--- src/rtl/pio_bank_if.sv ---
// Avalon-MM slave bus bundle for pio_bank: word address, one-cycle strobes,
// write data and the registered read data returned by the slave.
interface pio_bank_if #(
  parameter int DATA_W = 32
);
  logic [3:0]        address;
  logic              read;
  logic              write;
  logic [DATA_W-1:0] writedata;
  logic [DATA_W-1:0] readdata;

  modport master (output address, read, write, writedata, input readdata);
  modport slave  (input address, read, write, writedata, output readdata);
endinterface

--- src/rtl/pio_bank.sv ---
// Bank of Avalon-MM output/input channels with synchronized inputs.
// Define PIO_BANK_EDGE_IRQ_EN to add rising-edge capture, masks and irq.
module pio_bank #(
  parameter int DATA_W = 32,
  parameter int N_OUT  = 2,
  parameter int N_IN   = 2
) (
  input  logic                    clk,
  input  logic                    reset_n,
  pio_bank_if.slave               bus,
  output logic [N_OUT*DATA_W-1:0] out_export,
  input  logic [N_IN*DATA_W-1:0]  in_export,
  output logic                    irq
);

  localparam logic [1:0] R_OUT = 2'd0;
  localparam logic [1:0] R_IN  = 2'd1;
`ifdef PIO_BANK_EDGE_IRQ_EN
  localparam logic [1:0] R_EDGE = 2'd2;
  localparam logic [1:0] R_MASK = 2'd3;
`endif

  logic [1:0] region;
  logic [1:0] k;
  assign region = bus.address[3:2];
  assign k      = bus.address[1:0];

  logic [N_OUT-1:0][DATA_W-1:0] out_q, out_d;
  logic [N_IN-1:0][DATA_W-1:0]  s1_q, s2_q;
  logic [DATA_W-1:0]            readdata_q, readdata_d;

`ifdef PIO_BANK_EDGE_IRQ_EN
  logic [N_IN-1:0][DATA_W-1:0]  s3_q;
  logic [N_IN-1:0][DATA_W-1:0]  edge_q, edge_d;
  logic [N_IN-1:0][DATA_W-1:0]  mask_q, mask_d;
  logic [N_IN-1:0][DATA_W-1:0]  rise;
  logic                         irq_q, irq_d;

  // Only genuine 0->1 transitions of the synchronized level count as edges.
  assign rise = s2_q & ~s3_q;
  assign irq  = irq_q;
`else
  assign irq = 1'b0;
`endif

  always_comb begin
    out_d = out_q;
    for (int i = 0; i < N_OUT; i++) begin
      if (bus.write && region == R_OUT && k == 2'(i)) out_d[i] = bus.writedata;
    end

`ifdef PIO_BANK_EDGE_IRQ_EN
    mask_d = mask_q;
    for (int i = 0; i < N_IN; i++) begin
      // A new edge on a bit being cleared in the same cycle must survive.
      edge_d[i] = (edge_q[i] &
                   ~((bus.write && region == R_EDGE && k == 2'(i)) ?
                     bus.writedata : {DATA_W{1'b0}})) | rise[i];
      if (bus.write && region == R_MASK && k == 2'(i)) mask_d[i] = bus.writedata;
    end
    irq_d = |(edge_q & mask_q);
`endif

    readdata_d = readdata_q;
    if (bus.read) begin
      // Reads see pre-write register values; unmapped slots return 0.
      readdata_d = '0;
      for (int i = 0; i < N_OUT; i++) begin
        if (region == R_OUT && k == 2'(i)) readdata_d = out_q[i];
      end
      for (int i = 0; i < N_IN; i++) begin
        if (region == R_IN && k == 2'(i)) readdata_d = s2_q[i];
`ifdef PIO_BANK_EDGE_IRQ_EN
        if (region == R_EDGE && k == 2'(i)) readdata_d = edge_q[i];
        if (region == R_MASK && k == 2'(i)) readdata_d = mask_q[i];
`endif
      end
    end
  end

  always_ff @(posedge clk) begin
    if (!reset_n) begin
      out_q      <= '0;
      s1_q       <= '0;
      s2_q       <= '0;
      readdata_q <= '0;
`ifdef PIO_BANK_EDGE_IRQ_EN
      s3_q       <= '0;
      edge_q     <= '0;
      mask_q     <= '0;
      irq_q      <= 1'b0;
`endif
    end else begin
      out_q      <= out_d;
      s1_q       <= in_export;
      s2_q       <= s1_q;
      readdata_q <= readdata_d;
`ifdef PIO_BANK_EDGE_IRQ_EN
      s3_q       <= s2_q;
      edge_q     <= edge_d;
      mask_q     <= mask_d;
      irq_q      <= irq_d;
`endif
    end
  end

  assign bus.readdata = readdata_q;

  generate
    for (genvar gi = 0; gi < N_OUT; gi++) begin : g_out
      assign out_export[gi*DATA_W +: DATA_W] = out_q[gi];
    end
  endgenerate

endmodule

--- src/flat_wrapper.sv ---
// flat-port wrapper written by rule: the top's interface ports become plain ports
module pio_bank_flat 
#(
  parameter int DATA_W = 32,
  parameter int N_OUT  = 2,
  parameter int N_IN   = 2
)
  (clk, reset_n, out_export, in_export, irq, bus_address, bus_read, bus_write, bus_writedata, bus_readdata);
  pio_bank_if #(.DATA_W(DATA_W)) bus_i ();
  input  logic clk;
  input  logic reset_n;
  output logic [N_OUT*DATA_W-1:0] out_export;
  input  logic [N_IN*DATA_W-1:0] in_export;
  output logic irq;
  input wire logic [$bits(bus_i.address)-1:0] bus_address;
  input wire logic [$bits(bus_i.read)-1:0] bus_read;
  input wire logic [$bits(bus_i.write)-1:0] bus_write;
  input wire logic [$bits(bus_i.writedata)-1:0] bus_writedata;
  output wire logic [$bits(bus_i.readdata)-1:0] bus_readdata;
  assign bus_i.address = bus_address;
  assign bus_i.read = bus_read;
  assign bus_i.write = bus_write;
  assign bus_i.writedata = bus_writedata;
  assign bus_readdata = bus_i.readdata;
  pio_bank #(.DATA_W(DATA_W), .N_OUT(N_OUT), .N_IN(N_IN)) u_core (.clk(clk), .reset_n(reset_n), .bus(bus_i), .out_export(out_export), .in_export(in_export), .irq(irq));
endmodule
--- config.mk ---
export PLATFORM = sky130hd
export DESIGN_NAME = pio_bank_flat
export DESIGN_NICKNAME = d
export VERILOG_FILES = /design/src/rtl/pio_bank_if.sv /design/src/rtl/pio_bank.sv /design/src/flat_wrapper.sv
export SDC_FILE = /design/constraint.sdc
export NUM_CORES = 1
export LEC_CHECK = 0
export BUFFER_PORTS_ARGS = -buffer_cell sky130_fd_sc_hd__buf_2
export CORE_MARGIN = 2
export CORE_UTILIZATION = 30
export DETAILED_ROUTE_END_ITERATION = 8
export PLACE_DENSITY_LB_ADDON = 0.2
export SETUP_SLACK_MARGIN = 0.5
export SYNTH_ARGS = -nofsm -noshare
export SYNTH_HDL_FRONTEND = slang
export SYNTH_SLANG_ARGS = --single-unit
--- constraint.sdc ---
create_clock -name clk -period 3.2 [get_ports clk]
set_input_delay 0.48 -clock clk [delete_from_list [all_inputs] [get_ports clk]]
set_output_delay 0.48 -clock clk [all_outputs]
set_load 0.05 [all_outputs]
# Word level (Yosys, flattened, before mapping)
# Index checks and enable logic that the tools add are counted.
[word_totals]
inputBits = 104
ff_bits = 224
word_cells = 22
out_inout_bits = 97
[classes]
eq_ne = 2
reduce_logical = 9
muxes = 4
[op_table]
columns = ["cell", "count"]
rows = [
  ["$mux 32", 4],
  ["$logic_and 1x1->1", 7],
  ["$eq 2x1->1 const B", 2],
  ["$logic_not 2->1", 2],
]

# Longest topological paths before layout
[depth]
depth_word = 6
ltp_mapped = 6
ltp_nobuf = 3

# Worst setup path before layout
# OpenSTA, ideal clock, no wires.
[synth_path]
path_kind = "input port to flip-flop"
start = "in bus_address[2]"
end = "reg u_core.out_q (netlist bit u_core.out_export[32])"
setup_slack_ns = 1.488
setup_time_ns = 0.132
n_path_buf = 3
arrival_ns = 1.580
t_required_ns = 3.068
cell_stages = 6
cell_sequence = "buf_2 or4b_1 buf_6 buf_6 o21ai_1 a21oi_1"
[synth_via]
elab_chain_cells = 3
[synth_lines]
columns = ["item", "line_no", "rtl"]
rows = [
  ["start, declared", "flat_wrapper.sv:15", "input wire logic [$bits(bus_i.address)-1:0] bus_address;"],
  ["$logic_not 2->1", "pio_bank.sv:49", "if (bus.write && region == R_OUT && k == 2'(i)) out_d[i] = bus.writedata;"],
  ["$logic_and 1x1->1 (2 in a row)", "pio_bank.sv:49", ""],
  ["end signal, assigned", "pio_bank.sv:94", "out_q <= out_d;"],
  ["end, declared", "pio_bank.sv:28", "logic [N_OUT-1:0][DATA_W-1:0] out_q, out_d;"],
]
# No other way between the ends.
# A chain may end at the register's enable or synchronous reset.

# Worst setup path in the final report
[layout_path]
start = "in bus_address[2]"
end = "reg u_core.out_q (netlist bit u_core.out_export[1])"
# The elaborated chain is that of the path after synthesis.

==> flow_summary.toml <==
[logic_synthesis]
syn_area_um2 = 7810
synth_seq_cells = 224
syn_inst = 786
synth.avg_cell_area_um2 = 9.94
syn-num-nets = 890
synthArstFlopShare_pct = 0
synth_edf_count = 0
ys_seq_area_share_pct = 57.4
synthFlopType = "dfxtp_1"
synth.distinct_cells = 26
synth_warnings = 0

[place]
place_congestion = 0.791
place_hpwl_um = 16000
numPortBuffers = 199
dpl_cell_area_um2 = 9030

[drt]
firstDrtPassIters = 5
via_count = 6208
wirelength_um = 23200
antenna_left = 0
drc = 0
via_per_inst = 4.76
wire_per_inst_um = 17.8
drt_iter0_markers = 332

[sta]
hold_violations = 0
period_minus_slack_ns = 1.80
fmax_mhz = 557
setup_viol_count_final = 0
rsz0062_at_grt = "no"
tightest_slew_ns = 1.02
maxSlewHeadroom_pct = 32.2
slew_violations = 0
setup_tns_ns = 0
fin_crit_sh_pct = 56.1
skew_ns = 0.00774

[critical_path]
end_kind = "flop"
slowest_delay_ns = 0.92
crit_path_cell_trace = "buf_2 > or4b_4 > o21ai_0 > a21oi_1"
startpoint_type = "input pin"
worstPathArrival_ns = 2.20
ff2ff_path_depth = 3
cp_max_fo = 64
path_class = "input pin to flop"
critPathSlowestCell = "or4b_4"
crit_required_ns = 3.60

[cts]
htree_num_levels = 1
path_clk_slew_ns = 0.06
clockRootBuffer = "clkbuf_16"
cts_setup_buffers = 0
clkSinkCount = 224
cts_tree = "built"
clockBufferDepth = 3
holdBufCountCts = 0
cts_buffers = 25
ctsResizeCount = 0
insertion_delay_ns = 0.51

[global_routing]
grt_pass1_vias = 6089
overflow = 0
grt_max_degree = 89
track_usage_pct = 16.7
grt_pass1_wl_um = 34500
antenna_found_initial = 1

[power]
leakagePower_nw = 4.02
finalPower_mw = 6.12
powerDensity_nw_per_um2 = 623
ir_drop_v = 0.000331

[layout]
syn2layout_area_growth_pct = 25.6
final_common_cell = "dfxtp_1"
layout.area.seq_um2 = 4480
n_fill_cell = 2722
nets = 1055
final_cell_mix = "dfxtp_1 (224), buf_2 (198), and2_1 (128)"
multiInputGateArea_um2 = 3000
final_cell_area_um2 = 9810
layout-drive-gt1-share_pct = 31.5

[die]
ios = 201
initial_core_util_pct = 30.2
core_region_area_um2 = 25800
fp.dieArea_um2 = 27400
die_x_um = 165
rows = 59
die_y_um = 165

[outcome]
status = "completed"

[hold_path]
whs_path_depth = 2
hp-class = "input pin to flop"

[job]
cap_violations = 0
## kinds of logic after synthesis
family	Yosys count	synth area share, %
AO/OA/AOI/OAI	223	16.6
buffers and inverters	74	4.53
flip-flops	224	57.4
multiplexers	33	4.74
other	1	0.0480
AND/OR/NAND/NOR	231	16.7
## synth_stat cells (2+ instances only)
cell type	instances	share of area [%]
dfxtp_1	224	57
and2_1	128	10
nand3_1	65	4.2
a21oi_1	64	4.1
clkbuf_1	44	2.1
o21ai_1	43	2.8
o21ai_0	36	2.3
a31oi_1	32	2.6
mux2_2	32	4.6
a22oi_1	31	3.0
nand2_1	31	1.5
o21ai_2	17	1.9
buf_2	16	1.0
buf_6	7	1.0
buf_1	4	0.19
inv_2	2	0.096
## worst max-delay path, delay by kind of cell
| kind | cells | cell delay (ns) |
|---|---|---|
| and+or+nand+nor | 1 | 0.92 |
| buffers and inverters | 1 | 0.32 |
| AOI/OAI and AO/OA | 2 | 0.39 |
## per-layer routing
metal | vias up | wire (um) | global-route usage [%]
met4 | 0 | 539 | 4.08
met5 | - | 0 | 0
met2 | 195 | 11900 | 30.6
met3 | 31 | 1620 | 3.62
met1 | 2932 | 9140 | 19.7
li1 | 3050 | - | -
## state kept, by name (all words and copies together) (netlist names)
signal               count
u_core.out_export       64
u_core.bus.readdata     32
u_core.s2_q             64
u_core.s1_q             64
## worst paths after layout
path | start | to | slack (ns)
worst max-delay path | bus_address[2] | u_core.out_export[1] | 1.40
worst min-delay path | in_export[5] | u_core.s1_q[5] | 0.17
worst max register to register | u_core.out_export[10] | u_core.bus.readdata[10] | 2.05
worst min register to register | u_core.s1_q[17] | u_core.s2_q[17] | 0.43
## stage by stage
step / cells / util (%) / setup WS, ns / hold WS [ns]
6_report: 1303 / 38.0 / 1.40 / 0.172
4_1_cts: 1302 / 38.0 / 1.43 / 0.153
2_1_floorplan: 786 / - / 1.49 / 0.412
5_1_grt: 1302 / 38.0 / 1.30 / 0.162
3_3_place_gp: 1259 / 34.9 / 0.916 / 0.413
3_5_place_dp: 1259 / 34.9 / 0.890 / 0.417
## area by class of cell
| cell class | instances | area share, % |
|---|---|---|
| Clock buffer | 36 | 7.61 |
| Tap cell | 335 | 4.27 |
| Inverter | 2 | 0.0765 |
| Timing Repair Buffer | 210 | 11.4 |
| Antenna cell | 1 | 0.0255 |
| Clock inverter | 7 | 0.357 |
| Sequential cell | 224 | 45.7 |
| Multi-Input combinational cell | 488 | 30.6 |
## power by group
group	leakage (nW)	switching [mW]	internal, mW
clock network	0.397	1.11	1.60
logic	1.79	0.309	0.154
registers	1.84	0.0416	2.90
total	4.02	1.46	4.65
(Power assumes the default switching activity.)
